File: config.mk
export PLATFORM = sky130hd
export DESIGN_NAME = ocx_dlx_rx_lane_sync_mon_flat
export DESIGN_NICKNAME = d
export VERILOG_FILES = /design/src/rtl/ocx_dlx_rx_lane_sync_mon_if.sv /design/src/rtl/ocx_dlx_rx_lane_sync_mon.sv /design/src/flat_wrapper.sv
export SDC_FILE = /design/constraint.sdc
export NUM_CORES = 1
export LEC_CHECK = 0
export BUFFER_PORTS_ARGS = -buffer_cell sky130_fd_sc_hd__buf_2
export CORE_AREA = 2 2 218 220
export CTS_CLUSTER_DIAMETER = 50
export DETAILED_ROUTE_END_ITERATION = 7
export DIE_AREA = 0 0 220 222
export GPL_ROUTABILITY_DRIVEN = 0
export PLACE_DENSITY_LB_ADDON = 0.25
export SLEW_MARGIN = 20
export SYNTH_ARGS = -nofsm -noshare
export SYNTH_HDL_FRONTEND = slang
export SYNTH_SLANG_ARGS = --single-unit
File: constraint.sdc
create_clock -name opt_gckn -period 4.48 [get_ports opt_gckn]
set_clock_uncertainty 0.1 [all_clocks]
set_input_delay 0.448 -clock opt_gckn [delete_from_list [all_inputs] [get_ports opt_gckn]]
set_output_delay 0.448 -clock opt_gckn [all_outputs]
set_load 0.02 [all_outputs]
File: src/rtl/ocx_dlx_rx_lane_sync_mon_if.sv
// Receive-block and lane-status bundle between the DLx receive lanes and the sync monitor.
// The monitor sits on the slave side.
interface ocx_dlx_rx_lane_sync_mon_if;
   logic [7:0]   ln_rx_valid;
   logic [15:0]  ln_rx_header;
   logic [511:0] ln_rx_data;
   logic [7:0]   io_pb_o0_rx_init_done;
   logic [7:0]   pb_io_o0_rx_run_lane;
   logic [7:0]   lane_locked;
   logic         sync_timeout;

   modport master (
      output ln_rx_valid,
      output ln_rx_header,
      output ln_rx_data,
      output io_pb_o0_rx_init_done,
      input  pb_io_o0_rx_run_lane,
      input  lane_locked,
      input  sync_timeout
   );

   modport slave (
      input  ln_rx_valid,
      input  ln_rx_header,
      input  ln_rx_data,
      input  io_pb_o0_rx_init_done,
      output pb_io_o0_rx_run_lane,
      output lane_locked,
      output sync_timeout
   );
endinterface

File: src/rtl/ocx_dlx_rx_lane_sync_mon.sv
// Per-lane sync-block hunter for the 8-lane DLx receive path. It drives run_lane into the
// GTY/DLx reset shim and flushes every lane back to hunt when lane-to-lane skew times out.
module ocx_dlx_rx_lane_sync_mon #(
   parameter logic [63:0] SYNC_PATTERN   = 64'hFF00_FF00_FF00_FF00,
   parameter logic [1:0]  SYNC_HDR       = 2'b10,
   parameter int          SYNC_COUNT     = 8,
   parameter int          TIMEOUT_CYCLES = 4096
) (
   input logic                          opt_gckn,
   input logic                          dlx_reset,
   ocx_dlx_rx_lane_sync_mon_if.slave    bus
);

   localparam int LANES = 8;
   localparam int CW    = $clog2(SYNC_COUNT + 1);
   localparam int TW    = $clog2(TIMEOUT_CYCLES + 1);

   localparam logic [CW-1:0] CNT_LOCK = CW'(SYNC_COUNT);
   localparam logic [CW-1:0] CNT_ONE  = CW'(1);
   localparam logic [TW-1:0] TMR_FIRE = TW'(TIMEOUT_CYCLES);
   localparam logic [TW-1:0] TMR_ONE  = TW'(1);

   typedef enum logic [1:0] {
      HUNT   = 2'd0,
      VERIFY = 2'd1,
      LOCKED = 2'd2,
      RUN    = 2'd3
   } lane_state_e;

   lane_state_e   state_q [LANES];
   lane_state_e   state_d [LANES];
   logic [CW-1:0] cnt_q   [LANES];
   logic [CW-1:0] cnt_d   [LANES];
   logic [TW-1:0] tmr_q, tmr_d;
   logic          timeout_q, timeout_d;

   logic [LANES-1:0] match, miss, run_lane, locked;
   logic             init_done, fire, partial;
   logic             unused_init_done;

   // All init_done bits carry the same value; only bit 0 is observed.
   assign init_done        = bus.io_pb_o0_rx_init_done[0];
   assign unused_init_done = ^bus.io_pb_o0_rx_init_done[7:1];

   always_comb begin
      for (int n = 0; n < LANES; n++) begin
         match[n] = bus.ln_rx_valid[n]
                    && (bus.ln_rx_header[2*n +: 2] == SYNC_HDR)
                    && (bus.ln_rx_data[64*n +: 64] == SYNC_PATTERN);
         miss[n]  = bus.ln_rx_valid[n] && !match[n];
      end
   end

   always_comb begin
      for (int n = 0; n < LANES; n++) begin
         run_lane[n] = (state_q[n] == LOCKED) || (state_q[n] == RUN);
         locked[n]   = (state_q[n] == LOCKED);
      end
   end

   // Skew window is open while some, but not all, lanes are running.
   assign partial = (run_lane != '0) && (run_lane != '1);
   assign fire    = (tmr_q == TMR_FIRE);

   always_comb begin
      // NOTE: every combinational output gets a default before any branch so no latch is inferred.
      tmr_d     = '0;
      timeout_d = fire;
      if (!fire && partial) begin
         tmr_d = tmr_q + TMR_ONE;
      end

      for (int n = 0; n < LANES; n++) begin
         state_d[n] = state_q[n];
         cnt_d[n]   = cnt_q[n];

         if (fire) begin
            state_d[n] = HUNT;
            cnt_d[n]   = '0;
         end else if ((state_q[n] == RUN) && !init_done) begin
            state_d[n] = HUNT;
            cnt_d[n]   = '0;
         end else begin
            unique case (state_q[n])
               HUNT: begin
                  if (match[n]) begin
                     cnt_d[n]   = CNT_ONE;
                     state_d[n] = (SYNC_COUNT == 1) ? LOCKED : VERIFY;
                  end else begin
                     cnt_d[n] = '0;
                  end
               end
               VERIFY: begin
                  if (match[n]) begin
                     if (cnt_q[n] != CNT_LOCK) begin
                        cnt_d[n] = cnt_q[n] + CNT_ONE;
                     end
                     if ((cnt_q[n] + CNT_ONE) == CNT_LOCK) begin
                        state_d[n] = LOCKED;
                     end
                  end else if (miss[n]) begin
                     state_d[n] = HUNT;
                     cnt_d[n]   = '0;
                  end
               end
               // Block contents are meaningless here: the shim is resetting the receiver.
               LOCKED: begin
                  if (init_done) begin
                     state_d[n] = RUN;
                  end
               end
               RUN: begin
                  state_d[n] = RUN;
               end
               default: begin
                  state_d[n] = HUNT;
                  cnt_d[n]   = '0;
               end
            endcase
         end
      end
   end

   // NOTE: state registers use non-blocking assignments so every lane samples the same pre-edge values.
   always_ff @(posedge opt_gckn) begin
      if (dlx_reset) begin
         for (int n = 0; n < LANES; n++) begin
            state_q[n] <= HUNT;
            cnt_q[n]   <= '0;
         end
         tmr_q     <= '0;
         timeout_q <= 1'b0;
      end else begin
         for (int n = 0; n < LANES; n++) begin
            state_q[n] <= state_d[n];
            cnt_q[n]   <= cnt_d[n];
         end
         tmr_q     <= tmr_d;
         timeout_q <= timeout_d;
      end
   end

   assign bus.pb_io_o0_rx_run_lane = run_lane;
   assign bus.lane_locked          = locked;
   assign bus.sync_timeout         = timeout_q;

endmodule

File: src/flat_wrapper.sv
// flat-port wrapper written by rule: the top's interface ports become plain ports
module ocx_dlx_rx_lane_sync_mon_flat 
#(
   parameter logic [63:0] SYNC_PATTERN   = 64'hFF00_FF00_FF00_FF00,
   parameter logic [1:0]  SYNC_HDR       = 2'b10,
   parameter int          SYNC_COUNT     = 8,
   parameter int          TIMEOUT_CYCLES = 4096
)
  (opt_gckn, dlx_reset, bus_ln_rx_valid, bus_ln_rx_header, bus_ln_rx_data, bus_io_pb_o0_rx_init_done, bus_pb_io_o0_rx_run_lane, bus_lane_locked, bus_sync_timeout);
  ocx_dlx_rx_lane_sync_mon_if bus_i ();
  input logic opt_gckn;
  input logic dlx_reset;
  input wire logic [$bits(bus_i.ln_rx_valid)-1:0] bus_ln_rx_valid;
  input wire logic [$bits(bus_i.ln_rx_header)-1:0] bus_ln_rx_header;
  input wire logic [$bits(bus_i.ln_rx_data)-1:0] bus_ln_rx_data;
  input wire logic [$bits(bus_i.io_pb_o0_rx_init_done)-1:0] bus_io_pb_o0_rx_init_done;
  output wire logic [$bits(bus_i.pb_io_o0_rx_run_lane)-1:0] bus_pb_io_o0_rx_run_lane;
  output wire logic [$bits(bus_i.lane_locked)-1:0] bus_lane_locked;
  output wire logic [$bits(bus_i.sync_timeout)-1:0] bus_sync_timeout;
  assign bus_i.ln_rx_valid = bus_ln_rx_valid;
  assign bus_i.ln_rx_header = bus_ln_rx_header;
  assign bus_i.ln_rx_data = bus_ln_rx_data;
  assign bus_i.io_pb_o0_rx_init_done = bus_io_pb_o0_rx_init_done;
  assign bus_pb_io_o0_rx_run_lane = bus_i.pb_io_o0_rx_run_lane;
  assign bus_lane_locked = bus_i.lane_locked;
  assign bus_sync_timeout = bus_i.sync_timeout;
  ocx_dlx_rx_lane_sync_mon #(.SYNC_PATTERN(SYNC_PATTERN), .SYNC_HDR(SYNC_HDR), .SYNC_COUNT(SYNC_COUNT), .TIMEOUT_CYCLES(TIMEOUT_CYCLES)) u_core (.opt_gckn(opt_gckn), .dlx_reset(dlx_reset), .bus(bus_i));
endmodule
==> out/results.md <==
| Result | Value |
|:---|:---|
| Ports | 563 |
| Post-cts repair resize count | 0 |
| Worst Hold Path Cells | 2 |
| Layout Utilization | 0.2327 |
| Layout net count | 2058 |
| Run status | finished clean |
| Clock transition at the register clock pins on the worst setup and hold paths after CTS | 0.06 ns |
| Number of maximum-capacitance violations | 0 |
| Max transition margin | 0.3526 |
| Critical path class | reg2reg |
| Maximum resistive drop on vdd | 0.1071 mV |
| Number of setup buffers added after CTS | 0 |
| CTS buffer count | 9 |
| Final min period | 2.753 ns |
| Max Buffers Root-to-Sink | 2 |
| Cell at the root of the clock tree | sky130_fd_sc_hd__clkbuf_16 |
| Achievable frequency | 0.3632 GHz |
| Worst Reg2Reg Path Length in Cells | 8 |
| Clock tree from TritonCTS | built |
| Maximum number of pins on one net before global-route repair | 14 |
| Site row count | 79 |
| Number of H-tree levels | 3 |
| Final cell count without fillers | 2068 |
| HPWL after detailed placement | 27170 µm |
| Worst min-delay path category | in2reg |
| Clock network latency to the later pin of the worst-skew pair | 0.34 ns |
| Crit Path Max Fanout | 8 |
| Startpoint Class | register |
| Worst Path Arrival | 2.90 ns |
| Worst-case hold slack | 0.2186 ns |
| Horizontal die dimension | 220 µm |
| Top flip-flop cell by instance count after synthesis | sky130_fd_sc_hd__dfxtp_1 |
| Die outline height | 222 µm |
| Die area | 48840 µm² |
| Slew at the pin closest to its max-slew limit | 0.9666 ns |
| Fin. max-slew vios | 0 |
| Post-synth EDFFs | 0 |
| Number of hold violations in the final report | 0 |
| Fin Setup TNS | 0 ns |
| Placeable core area | 46260 µm² |
| Via count of the first global-routing pass | 9288 |
| Global routing usage summed across all routing layers | 0.1196 |
| Effective utilization at floorplan | 0.1509 |
| DP Cell Count | 2051 |
| Post-Synthesis Net Count | 1499 |
| Cell Pwr Density | 153.3 nW/µm² |
| Unrepaired setup endpoints after global routing | no |
| N_diodes | 0 |
| Mapped Cells | 897 |
| Mean instance size in the synthesized netlist | 7.781 µm² |
| Seq/Total Area, Yosys | 0.1778 |
| Count of antenna-violating nets left after detailed routing | 0 |
| Number of endpoints failing setup at the final stage | 0 |
| Yosys warnings | 0 |
| Launch instance of the worst min-delay path | dlx_reset |
| Worst reg2reg startpoint | u_core.tmr_q[0] |
| Final worst path period share | 0.6146 |
| First-pass GRT wire length | 46340 µm |
| Clock sink total | 62 |
| Static Leakage | 0.004478 µW |
| Iteration-0 DRC count of the detailed router | 375 |
| Cells along the critical path | inv_1, ha_1, nor4b_1, a31oi_1, o21ai_1, nor4_1, a32oi_1, o211ai_1 |
| Mapped cell area | 6979 µm² |
| Share of final-layout standard cells stronger than drive strength 1 | 0.4086 |
| Endpoint of the worst-slack reg-to-reg timing path | u_core.state_q[1][7] |
| Post-synthesis sequential element count | 62 |
| Vias post-DR | 9404 |
| Hold_buf cts | 0 |
| Number of port buffers | 555 |
| Final routed DRC violation total | 0 |
| Synth async-reset ratio | 0 |
| Count of different cell masters after synthesis | 73 |
| Critical path required time | 4.63 ns |
| Critical-path cell with the highest stage delay | sky130_fd_sc_hd__a31oi_1 |
| Overflow left after global routing | 0 |
| Sort of element at the end of the critical path | register |
| First-pass DRT Iterations | 5 |
| Final wirelength | 31180 µm |
| Layout Area Growth over Synthesis | 54.23% |
| Number of vias per cell after detailed routing | 4.547 |
| Maximum cell stage delay along the critical path | 0.70 ns |
| Setup slack on the worst flop-to-flop path | 1.73 ns |
| Initial antenna violation count | 1 |
| Launching instance or port of the critical path | u_core.tmr_q[0] |
| WL/cell | 15.07 µm |
| Destination of the worst hold path | u_core.bus.sync_timeout |
[critical path: cells and delay by family, from the launching register on]
kind            cells  cell delay (ns)
simple gates        2             0.52
buf+inv             1             0.07
flops               1             0.36
compound gates      4             1.43
fa+ha+maj           1             0.19
[where the power goes]
part           total [µW]  leakage (µW)  switching [µW]  internal [µW]
sequential            559      0.000499            4.71            554
clock                 681      0.000130             293            387
combinational         411       0.00385             184            227
[registers in the layout, indices dropped and copies added (netlist names)]
| name | cells |
|---|---|
| u_core.bus.sync_timeout | 1 |
| u_core.state_q | 16 |
| u_core.cnt_q | 32 |
| u_core.tmr_q | 13 |
[worst max-delay path by stage]
stage               slack (ns)                   end
floorplan                 1.99      u_core.tmr_q[10]
global placement          1.58  u_core.state_q[1][5]
detailed placement        1.57  u_core.state_q[1][5]
CTS                       1.60  u_core.state_q[1][7]
global route              1.36  u_core.state_q[1][7]
finish                    1.73  u_core.state_q[1][7]
[placed cells by master (no fill, tap or decap), types with 8 or more instances in the layout]
master,n
sky130_fd_sc_hd__a21o_1,11
sky130_fd_sc_hd__a21oi_1,45
sky130_fd_sc_hd__a31oi_1,10
sky130_fd_sc_hd__and2_1,8
sky130_fd_sc_hd__and3_1,13
sky130_fd_sc_hd__and4_1,8
sky130_fd_sc_hd__and4b_1,11
sky130_fd_sc_hd__buf_2,556
sky130_fd_sc_hd__clkbuf_16,9
sky130_fd_sc_hd__dfxtp_1,62
sky130_fd_sc_hd__ha_1,56
sky130_fd_sc_hd__inv_1,57
sky130_fd_sc_hd__mux2i_1,14
sky130_fd_sc_hd__nand2_1,62
sky130_fd_sc_hd__nand2b_1,8
sky130_fd_sc_hd__nand3_1,37
sky130_fd_sc_hd__nand4_1,57
sky130_fd_sc_hd__nand4b_1,45
sky130_fd_sc_hd__nand4bb_1,11
sky130_fd_sc_hd__nor2_1,69
sky130_fd_sc_hd__nor2b_1,10
sky130_fd_sc_hd__nor3_1,37
sky130_fd_sc_hd__nor4_1,44
sky130_fd_sc_hd__nor4b_1,42
sky130_fd_sc_hd__nor4bb_1,12
sky130_fd_sc_hd__o211ai_1,11
sky130_fd_sc_hd__o21ai_0,18
sky130_fd_sc_hd__or4_1,9
sky130_fd_sc_hd__or4b_1,22
sky130_fd_sc_hd__xnor2_1,11
[cell families after synthesis]
logic type,Yosys count,share of synthesized area
DFF,62,0.1778
muxes,19,0.02815
adders and majority gates,56,0.1004
and+or+nand+nor,538,0.5057
buffers and inverters,65,0.03550
AOI/OAI and AO/OA,142,0.1336
xor gates and xnor gates,15,0.01882
[stage by stage]
stage	setup WS (ns)	cell area, µm²	power, µW
floorplan	1.993	6979	670.8
global placement	1.575	10480	976.3
detailed placement	1.570	10480	981.6
CTS	1.605	10760	1697
global route	1.365	10760	1746
finish	1.727	10760	1650
[synth_stat cells, drive strengths merged, types with 13 or more instances]
cell | number | area [µm²]
nor3 | 38 | 195.2
dfxtp | 62 | 1241
o21ai | 23 | 115.1
nor4 | 45 | 296.5
a21oi | 45 | 225.2
and3 | 13 | 81.33
nand4b | 46 | 417.9
nand4 | 57 | 356.6
inv | 57 | 214.0
mux2i | 14 | 140.1
or4b | 28 | 280.3
nand3 | 39 | 212.7
nor2 | 69 | 259.0
ha | 56 | 700.7
nand2 | 62 | 232.7
nor4b | 42 | 367.9
[routing by layer]
metal / GRT usage / up-vias / wire, µm
met4: 0.04806 / 2 / 934
met5: 0 / - / 13
met1: 0.1411 / 4307 / 12720
met3: 0.01481 / 37 / 1989
met2: 0.2164 / 376 / 15520
li1: - / 4682 / -
[cell type report]
type	instances	area, µm²
clock buffer	10	239.0
clock inverter	6	37.54
fill	5120	35500
inverter	57	214.0
multi-input combinational	770	5490
sequential	62	1241
tap	607	759.5
timing repair buffer	556	2783
Note: power is estimated with default switching activity, not from simulation.
